==> src/rtl/if_fetch_unit.sv <==
// Instruction fetch unit: PC register, IDLE/REQ/DROP memory request FSM and a 2-entry IF/ID queue.
// Optional: define FETCH_PERF_CNT_EN to build the delivered-instruction counter behind o_fetch_count.
module if_fetch_unit (
    input  logic        i_clk,
    input  logic        i_rstn,
    output logic        o_imem_req,
    output logic [31:0] o_imem_addr,
    input  logic        i_imem_ack,
    input  logic [31:0] i_imem_rdata,
    input  logic        i_redirect,
    input  logic [31:0] i_redirect_pc,
    input  logic        i_stall,
    output logic        o_valid,
    output logic [31:0] o_instr,
    output logic [31:0] o_pcplus4,
    output logic [31:0] o_fetch_count
);

    typedef enum logic [1:0] {IDLE, REQ, DROP} state_t;

    state_t      state;
    logic [31:0] pc;
    logic [31:0] saved_pc;
    logic [1:0]  occ;
    logic [31:0] head_instr, head_pc4, tail_instr, tail_pc4;

    logic [31:0] redirect_target;
    logic [31:0] pc_plus4;
    logic        pop;
    logic        push;
    logic [1:0]  occ_pop;
    logic [1:0]  occ_next;

    // A redirect wins over both queue operations, so neither pop nor push fires in that cycle.
    always_comb begin
        redirect_target = i_redirect_pc & ~32'd3;
        pc_plus4        = pc + 32'd4;
        pop             = (occ != 2'd0) && !i_stall && !i_redirect;
        push            = (state == REQ) && i_imem_ack && !i_redirect;
        occ_pop         = occ - {1'b0, pop};
        occ_next        = occ_pop + {1'b0, push};
    end

    always_ff @(posedge i_clk or negedge i_rstn) begin
        if (!i_rstn) begin
            occ        <= 2'd0;
            head_instr <= 32'd0;
            head_pc4   <= 32'd0;
            tail_instr <= 32'd0;
            tail_pc4   <= 32'd0;
        end else if (i_redirect) begin
            occ <= 2'd0;
        end else begin
            occ <= occ_next;
            if (push && occ_pop == 2'd0) begin
                head_instr <= i_imem_rdata;
                head_pc4   <= pc_plus4;
            end else if (pop) begin
                head_instr <= tail_instr;
                head_pc4   <= tail_pc4;
            end
            if (push && occ_pop == 2'd1) begin
                tail_instr <= i_imem_rdata;
                tail_pc4   <= pc_plus4;
            end
        end
    end

    // In DROP the old address stays on the bus until its ack retires the abandoned fetch.
    always_ff @(posedge i_clk or negedge i_rstn) begin
        if (!i_rstn) begin
            state    <= IDLE;
            pc       <= 32'd0;
            saved_pc <= 32'd0;
        end else begin
            case (state)
                IDLE: begin
                    if (i_redirect) begin
                        pc <= redirect_target;
                    end else if (occ_pop < 2'd2) begin
                        state <= REQ;
                    end
                end
                REQ: begin
                    if (i_redirect) begin
                        if (i_imem_ack) begin
                            pc    <= redirect_target;
                            state <= IDLE;
                        end else begin
                            saved_pc <= redirect_target;
                            state    <= DROP;
                        end
                    end else if (i_imem_ack) begin
                        pc <= pc_plus4;
                        if (occ_next == 2'd2) begin
                            state <= IDLE;
                        end
                    end
                end
                DROP: begin
                    if (i_imem_ack) begin
                        pc    <= i_redirect ? redirect_target : saved_pc;
                        state <= IDLE;
                    end else if (i_redirect) begin
                        saved_pc <= redirect_target;
                    end
                end
                default: state <= IDLE;
            endcase
        end
    end

    assign o_imem_req  = (state != IDLE);
    assign o_imem_addr = pc;
    assign o_valid     = (occ != 2'd0);
    assign o_instr     = head_instr;
    assign o_pcplus4   = head_pc4;

`ifdef FETCH_PERF_CNT_EN
    logic [31:0] fetch_count;

    always_ff @(posedge i_clk or negedge i_rstn) begin
        if (!i_rstn) begin
            fetch_count <= 32'd0;
        end else if (pop) begin
            fetch_count <= fetch_count + 32'd1;
        end
    end

    assign o_fetch_count = fetch_count;
`else
    assign o_fetch_count = 32'd0;
`endif

endmodule

==> config.mk <==
export PLATFORM = sky130hd
export DESIGN_NAME = if_fetch_unit
export DESIGN_NICKNAME = d
export VERILOG_FILES = /design/src/rtl/if_fetch_unit.sv
export SDC_FILE = /design/constraint.sdc
export NUM_CORES = 1
export LEC_CHECK = 0
export CORE_MARGIN = 3
export CORE_UTILIZATION = 40
export CTS_CLUSTER_DIAMETER = 200
export CTS_CLUSTER_SIZE = 10
export DETAILED_ROUTE_END_ITERATION = 16
export GPL_TIMING_DRIVEN = 0
export SYNTH_ARGS = -nofsm -noshare
export SYNTH_HDL_FRONTEND = slang
export SYNTH_SLANG_ARGS = --single-unit
==> constraint.sdc <==
create_clock -name i_clk -period 3.6 [get_ports i_clk]
set_input_delay 0.72 -clock i_clk [delete_from_list [all_inputs] [get_ports i_clk]]
set_output_delay 0.72 -clock i_clk [all_outputs]
set_load 0.03 [all_outputs]
==> implementation parameters, run 1 <==
Parameter                              Value

Route
  Via count ... 8,171
  Pre-Repair DR Iteration Count ... 5
  DRC violation count after routing ... 0
  Residual antenna-violating net count after detailed routing ... 0
  Number of design-rule violations left by the first detailed-router iteration ... about 700
  Average detailed-routed wire length per instance ... approximately 17 um
  Detailed Route WL ... between 20 and 30 mm
  Vias per inst ... 5.14

Yosys
  Post-synthesis async set-or-reset flop share ... 100%
  Cell Area, Synth ... 0.00969 mm2
  Number of synthesized register bits ... approximately 200
  Average cell area after synthesis ... between 9 and 10 um2
  Proportion of synthesized chip area in sequential cells ... 50.6%
  Number of enable flip-flop cells after synthesis ... 0
  Post-synthesis cell type count ... 65
  Count of synthesis-stage warnings from yosys ... 0
  Most instantiated flip-flop cell in the synthesis netlist ... sky130_fd_sc_hd__dfrtp_1
  Post-Syn Instances ... ~1,000

Finish
  # nets final ... 1,335
  Count of antenna diodes in the layout ... 0
  Leading cell types in the layout, fill and taps excluded ... 257 x sky130_fd_sc_hd__nand2_1, 196 x sky130_fd_sc_hd__dfrtp_1, 163 x sky130_fd_sc_hd__clkdlybuf4s50_1
  Commonest non-fill, non-tap cell in the layout ... sky130_fd_sc_hd__nand2_1
  Area grow syn2layout ... 29.2%
  Non-Filler Cell Area, Final ... between 0.01 and 0.015 mm2
  Cell Count, Final, Fillers Out ... 1,591
  Share of post-route cells with drive strength above 1 ... 13.6%

Clocking
  Clk sinks ... 196
  Worst-skew pair later-pin latency ... 0.44 ns
  H-tree lvl count ... 4
  TritonCTS clock tree ... done
  Number of buffers added by the clock tree synthesis step ... 17
  Clock-pin slew of the registers on the worst-case setup and hold paths ... 0.07 ns
  CTS root buffer ... sky130_fd_sc_hd__clkbuf_16
  Post-cts hold buffer count ... 0
  Buffer depth of the longest clock path ... 2
  Post-CTS Setup Bufs ... 0

Die
  Number of standard-cell rows in the floorplan ... 56
  Core outline area ... between 0.02 and 0.025 mm2
  Number of placed I/O pins ... 199
  Effective utilization at floorplan ... 41.1%
  Total die area ... 0.0261 mm2
  Die outline width ... approximately 160 um
  Height of the chip ... 162 um

Power
  Total power consumption of the routed design ... 11.6 mW
  VDD IR max ... 0.000404 V
  Pwr dens ... about 930 mW/mm2
  LEAKAGE ... 5.68 nW

Timing
  Accumulated negative setup slack ... 0 ns
  Final Hold Viols ... 0
  Part of the cycle the worst path needs ... between 90% and 100%
  Worst hold slack ... 0.367 ns
  Crit path time final ... 3.38 ns
  Setup repair after global routing missed its margin ... true
  Largest clock skew in the final design ... 0.0173 ns
  Number of pins with negative max-slew slack in the final report ... 0
  Transition time of the tightest slew-check pin ... 0.865 ns
  Max transition margin ... 42.4%
  Highest Clock Rate ... 296 MHz
  Total setup violations reported at the end of the flow ... 0

Critical path
  Worst setup endpoint ... o_pcplus4[5]
  Slack of the worst reg-to-reg path ... about 0.65 ns
  Worst-path fanout max ... 15
  First element of the critical path ... i_redirect
  Start-to-end type of the worst setup path ... in -> reg
  Kind of end point of the critical path ... flop
  Critical R2R Capture ... o_instr[24]
  Data arrival at the endpoint of the critical path ... 3.67 ns
  Worst Path Required ... around 4 ns
  Critical register-to-register path startpoint ... occ[1]
  CP startpoint kind ... primary input
  Depth of the worst register-to-register path ... 11

Global route
  Via count of the first global-routing pass ... 8,004
  Number of antenna violations at the first check in global routing ... 0
  Pin count of the biggest net entering global routing ... ~110
  Total global-route track usage ... between 20% and 30%
  Final global-route overflow total ... 0
  Global-route wire length before repair ... 44.3 mm

Placed design
  Post-DP Area ... 0.0119 mm2
  Routability-driven placement congestion ratio ... 0.899
  Number of port buffers ... around 160
  DP HPWL ... 20.4 mm
  Placed Cells ... approximately 1,600

Status
  Run status ... finished clean

Run
  Number of maximum-capacitance violations ... 0

Hold path
  Class of the most critical hold timing path ... in -> async
==> logic make-up (layout without fill, tap and decap cells) <==
logic type,count (synthesis),in the layout,synth area share (%)
AND/OR/NAND/NOR,451,451,20.8
flip-flops,196,196,50.6
XOR/XNOR,29,29,2.62
buffers and inverters,111,306,5.89
AO/OA/AOI/OAI,195,195,12.7
multiplexers,56,56,6.47
adder cells (fa/ha/maj),7,7,0.904
other,1,32,0.0387
==> what timing repair did <==
| action | 4_1_cts | 5_1_grt |
|---|---|---|
| setup endpoints to repair | 128 | 114 |
| hold endpoints to repair | 0 | 0 |
| gates resized for setup | 15 | 6 |
==> flip-flops by register name (all words and copies together) (netlist names) <==
| register | count |
|---|---|
| o_imem_addr | 32 |
| o_instr | 32 |
| o_pcplus4 | 32 |
| saved_pc | 32 |
| tail_instr | 32 |
| tail_pc4 | 32 |
| occ | 2 |
| state | 2 |
==> synth_stat cells (3+ instances only) <==
cell | instances | area (um2)
sky130_fd_sc_hd__xnor2_1 | 15 | 131
sky130_fd_sc_hd__o22a_1 | 4 | 35.0
sky130_fd_sc_hd__mux2i_1 | 3 | 30.0
sky130_fd_sc_hd__buf_1 | 4 | 15.0
sky130_fd_sc_hd__buf_2 | 20 | 100
sky130_fd_sc_hd__a22oi_1 | 6 | 45.0
sky130_fd_sc_hd__nand3_1 | 24 | 120
sky130_fd_sc_hd__o21ai_0 | 56 | 280
sky130_fd_sc_hd__nor4_1 | 6 | 37.5
sky130_fd_sc_hd__or3_1 | 7 | 43.8
sky130_fd_sc_hd__and2_1 | 4 | 25.0
sky130_fd_sc_hd__o2bb2ai_1 | 3 | 26.3
sky130_fd_sc_hd__nand3b_1 | 3 | 22.5
sky130_fd_sc_hd__buf_4 | 34 | 255
sky130_fd_sc_hd__o21a_1 | 5 | 37.5
sky130_fd_sc_hd__mux2_2 | 53 | 597
sky130_fd_sc_hd__a211o_1 | 3 | 26.3
sky130_fd_sc_hd__a221oi_1 | 7 | 61.3
sky130_fd_sc_hd__clkbuf_1 | 40 | 150
sky130_fd_sc_hd__ha_1 | 7 | 87.6
sky130_fd_sc_hd__a31oi_1 | 46 | 288
sky130_fd_sc_hd__a221o_1 | 11 | 110
sky130_fd_sc_hd__inv_1 | 11 | 41.3
sky130_fd_sc_hd__xor2_1 | 14 | 123
sky130_fd_sc_hd__a21oi_1 | 37 | 185
sky130_fd_sc_hd__and3_1 | 5 | 31.3
sky130_fd_sc_hd__dfrtp_1 | 196 | 4900
sky130_fd_sc_hd__nor3_1 | 11 | 55.1
sky130_fd_sc_hd__nor2b_1 | 7 | 43.8
sky130_fd_sc_hd__nand4_1 | 4 | 25.0
sky130_fd_sc_hd__nand2_1 | 257 | 965
sky130_fd_sc_hd__nor2_1 | 99 | 372
==> power by group <==
part / switching, mW / leakage (nW) / total (mW) / internal (mW)
combinational: 3.34 / 2.97 / 5.65 / 2.31
sequential: 0.758 / 2.42 / 3.96 / 3.20
clock: 0.908 / 0.293 / 1.97 / 1.07
==> worst max-delay path, stage by stage <==
cell	delay (ns)
sky130_fd_sc_hd__clkdlybuf4s50_1	0.46
sky130_fd_sc_hd__buf_2	0.20
sky130_fd_sc_hd__or3_1	0.39
sky130_fd_sc_hd__clkbuf_4	0.22
sky130_fd_sc_hd__clkinv_2	0.21
sky130_fd_sc_hd__ha_1	0.23
sky130_fd_sc_hd__xor2_2	0.26
sky130_fd_sc_hd__or3_1	0.17
sky130_fd_sc_hd__clkbuf_4	0.22
sky130_fd_sc_hd__clkbuf_1	0.44
sky130_fd_sc_hd__a31oi_1	0.15
==> stage by stage <==
| step | setup WS [ns] | utilization (%) |
|---|---|---|
| global route | -0.00435 | 53.0 |
| floorplan | 0.452 | - |
| detailed placement | -0.863 | 50.3 |
| global placement | -6.83 | 50.2 |
| CTS | 0.00227 | 53.0 |
| finish | 0.219 | 53.0 |
==> how the worst min path moves through the flow <==
stage | cells past startpoint | end | slack (ns) | from
floorplan | 0 | o_imem_addr[0] | 0.42 | i_rstn
global placement | 2 | tail_instr[31] | 0.46 | tail_instr[31]
detailed placement | 2 | tail_instr[14] | 0.46 | tail_instr[14]
CTS | 1 | o_instr[26] | 0.39 | i_rstn
global route | 1 | o_instr[25] | 0.42 | i_rstn
finish | 1 | o_instr[26] | 0.37 | i_rstn
==> layout make-up <==
type / count / area, um2
fill: 2264 / 11100
sequential: 196 / 4900
multi-input combinational: 770 / 4350
timing repair buffer: 165 / 1670
buffer: 97 / 542
clock buffer: 18 / 439
tap: 319 / 399
clock inverter: 14 / 169
inverter: 12 / 46.3
==> metal layers <==
metal | vias to the layer above | wire length [um] | GRT usage, %
met4 | 0 | 498 | 6.17
met3 | 29 | 1540 | 3.85
met5 | - | 0 | 0
met2 | 251 | 12700 | 33.6
met1 | 3942 | 13000 | 30.4
li1 | 3949 | - | -
(Power assumes the default switching activity.)
==> run 2: changes to the inputs <==
Clock period 3.6 ns to 3.4 ns, I/O delays scaled along.
==> run 2 against run 1 <==
Count of clock-buffer cells in the layout is the same. Design area grew 0.12%. Global-route usage is essentially flat. Routed wire length shrank 0.13%. Sequential share of layout area is essentially flat. Clock power grew 6%.
==> implementation parameters, run 2 (synthesis gave the netlist of run 1 again) <==
Parameter                              Value

Status
  Run status ... finished clean

Global route
  Number of antenna violations at the first check in global routing ... 0
  Final global-route overflow total ... 0
  Global-route wire length before repair ... ~44 mm
  Total global-route track usage ... between 20% and 30%
  Via count of the first global-routing pass ... 8,024
  Pin count of the biggest net entering global routing ... 112

Clocking
  Number of buffers added by the clock tree synthesis step ... 17
  H-tree lvl count ... 4
  Worst-skew pair later-pin latency ... 0.44 ns
  TritonCTS clock tree ... done
  CTS root buffer ... sky130_fd_sc_hd__clkbuf_16
  Post-CTS Setup Bufs ... 0
  Buffer depth of the longest clock path ... 2
  Clk sinks ... 196
  Clock-pin slew of the registers on the worst-case setup and hold paths ... 0.07 ns

Finish
  # nets final ... 1,335
  Area grow syn2layout ... 29.3%
  Share of post-route cells with drive strength above 1 ... 14.0%
  Leading cell types in the layout, fill and taps excluded ... 257 x sky130_fd_sc_hd__nand2_1, 196 x sky130_fd_sc_hd__dfrtp_1, 163 x sky130_fd_sc_hd__clkdlybuf4s50_1
  Count of antenna diodes in the layout ... 0
  Final core area utilization ... 53.1%
  Non-Filler Cell Area, Final ... 0.0125 mm2
  Commonest non-fill, non-tap cell in the layout ... sky130_fd_sc_hd__nand2_1

Route
  Vias per inst ... 5.10
  Residual antenna-violating net count after detailed routing ... 0
  Via count ... 8,117
  Number of design-rule violations left by the first detailed-router iteration ... 662
  Pre-Repair DR Iteration Count ... 6
  Detailed Route WL ... 27.6 mm
  DRC violation count after routing ... 0
  Average detailed-routed wire length per instance ... 17.4 um

Timing
  Transition time of the tightest slew-check pin ... about 0.85 ns
  Total setup violations reported at the end of the flow ... 0
  Final Hold Viols ... 0
  Setup repair after global routing missed its margin ... false
  Largest clock skew in the final design ... 0.0170 ns
  Crit path time final ... 3.21 ns
  Highest Clock Rate ... 311 MHz
  Part of the cycle the worst path needs ... 94.5%
  Final WS setup ... 0.188 ns
  Worst hold slack ... 0.327 ns
  Number of pins with negative max-slew slack in the final report ... 0
  Max transition margin ... a little over two fifths

Run
  Number of maximum-capacitance violations ... 0

Placed design
  Worst slack, placed ... -1.02 ns
  Number of port buffers ... 164
  DP HPWL ... 20.4 mm
  Routability-driven placement congestion ratio ... 0.899
  Post-DP Area ... 0.0119 mm2

Power
  LEAKAGE ... around 5.7 nW
  Total power consumption of the routed design ... between 10 and 15 mW
  Pwr dens ... 979 mW/mm2
  VDD IR max ... 0.000427 V

Die
  Effective utilization at floorplan ... approximately 41%
  Height of the chip ... 162 um
  Total die area ... 0.0261 mm2
  Die outline width ... 162 um
  Core outline area ... 0.0236 mm2
  Number of standard-cell rows in the floorplan ... 56
  Number of placed I/O pins ... between 150 and 200

Critical path
  Largest stage delay on the critical path ... about 0.46 ns
  Critical Path Slowest Stage Cell ... sky130_fd_sc_hd__clkdlybuf4s50_1
  Data arrival at the endpoint of the critical path ... 3.52 ns
  CP startpoint kind ... primary input
  Worst-path fanout max ... 15
  Worst Path Required ... 3.71 ns
  Most frequent CP cell ... sky130_fd_sc_hd__clkbuf_4
  Start-to-end type of the worst setup path ... in -> reg
  Kind of end point of the critical path ... flop
  Cell-by-cell listing of the critical path ... clkdlybuf4s50_1 > clkbuf_4 > or3_1 > clkbuf_4 > clkinv_4 > ha_1 > xor2_2 > or3_1 > clkbuf_4 > buf_4 > clkbuf_4 > a31oi_1

Hold path
  Class of the most critical hold timing path ... in -> async
## run 2: cell types whose count changed in the layout (fill, tap and decap cells not counted)
cell,change
sky130_fd_sc_hd__clkbuf_4,+2
sky130_fd_sc_hd__clkbuf_2,+5
sky130_fd_sc_hd__clkinv_2,-1
sky130_fd_sc_hd__clkinv_4,+1
sky130_fd_sc_hd__buf_2,-2
sky130_fd_sc_hd__clkbuf_1,-5
## run 2: what timing repair did
item,4_1_cts,5_1_grt
resized for setup,20,10
endpoints found under the setup margin,128,66
hold buffers,0,0
hold endpoints to repair,0,0
## run 2: metal layers
layer | wire, um | vias up | GRT usage (%) | part of all wire, %
met4 | 480 | 0 | 6.20 | 1.7
met2 | 12700 | 242 | 33.8 | 46
li1 | - | 3950 | - | -
met5 | 0 | - | 0 | 0
met1 | 12800 | 3894 | 30.4 | 46
met3 | 1650 | 31 | 3.85 | 6.0
## run 2: through the flow
stage                     setup TNS, ns  instances
after floorplan                       0       1077
after global placement         -1481.08       1560
after detailed placement        -111.51       1561
after CTS                             0       1592
after global routing                  0       1591
final                                 0       1591
## run 2: power by group
group | internal (mW) | switching, mW
Sequential | 3.39 | 0.800
Combinational | 2.45 | 3.54
Clock | 1.13 | 0.964
Total | 6.97 | 5.30
## run 2: final timing paths
| check | to | from | cells after the start | slack (ns) |
|---|---|---|---|---|
| max | o_instr[24] | i_redirect | 12 | 0.19 |
| max in group asynchronous | o_imem_addr[4] | i_rstn | 2 | 2.14 |
| max reg2reg | o_instr[24] | occ[1] | 11 | 0.56 |
| min in group i_clk | tail_pc4[3] | tail_pc4[3] | 2 | 0.48 |
| min reg2reg | tail_pc4[3] | tail_pc4[3] | 2 | 0.48 |
| min | o_instr[26] | i_rstn | 1 | 0.33 |
## run 2: worst max-delay path: cells and delay by family
kind | cells | cell delay (ns)
AO/OA/AOI/OAI | 1 | 0.10
XOR/XNOR | 1 | 0.26
adder cells (fa/ha/maj) | 1 | 0.21
buffers and inverters | 7 | 1.71
AND/OR/NAND/NOR | 2 | 0.56
## run 2: area by class of cell
type / instances / area [um2]
plain buffers: 97 / 553
inverters: 12 / 50.0
multi-input cells: 770 / 4350
fillers: 2265 / 11100
clock buffers: 18 / 439
clock inverters: 14 / 169
flip-flops and latches: 196 / 4900
well taps: 319 / 399
repair buffers: 165 / 1670
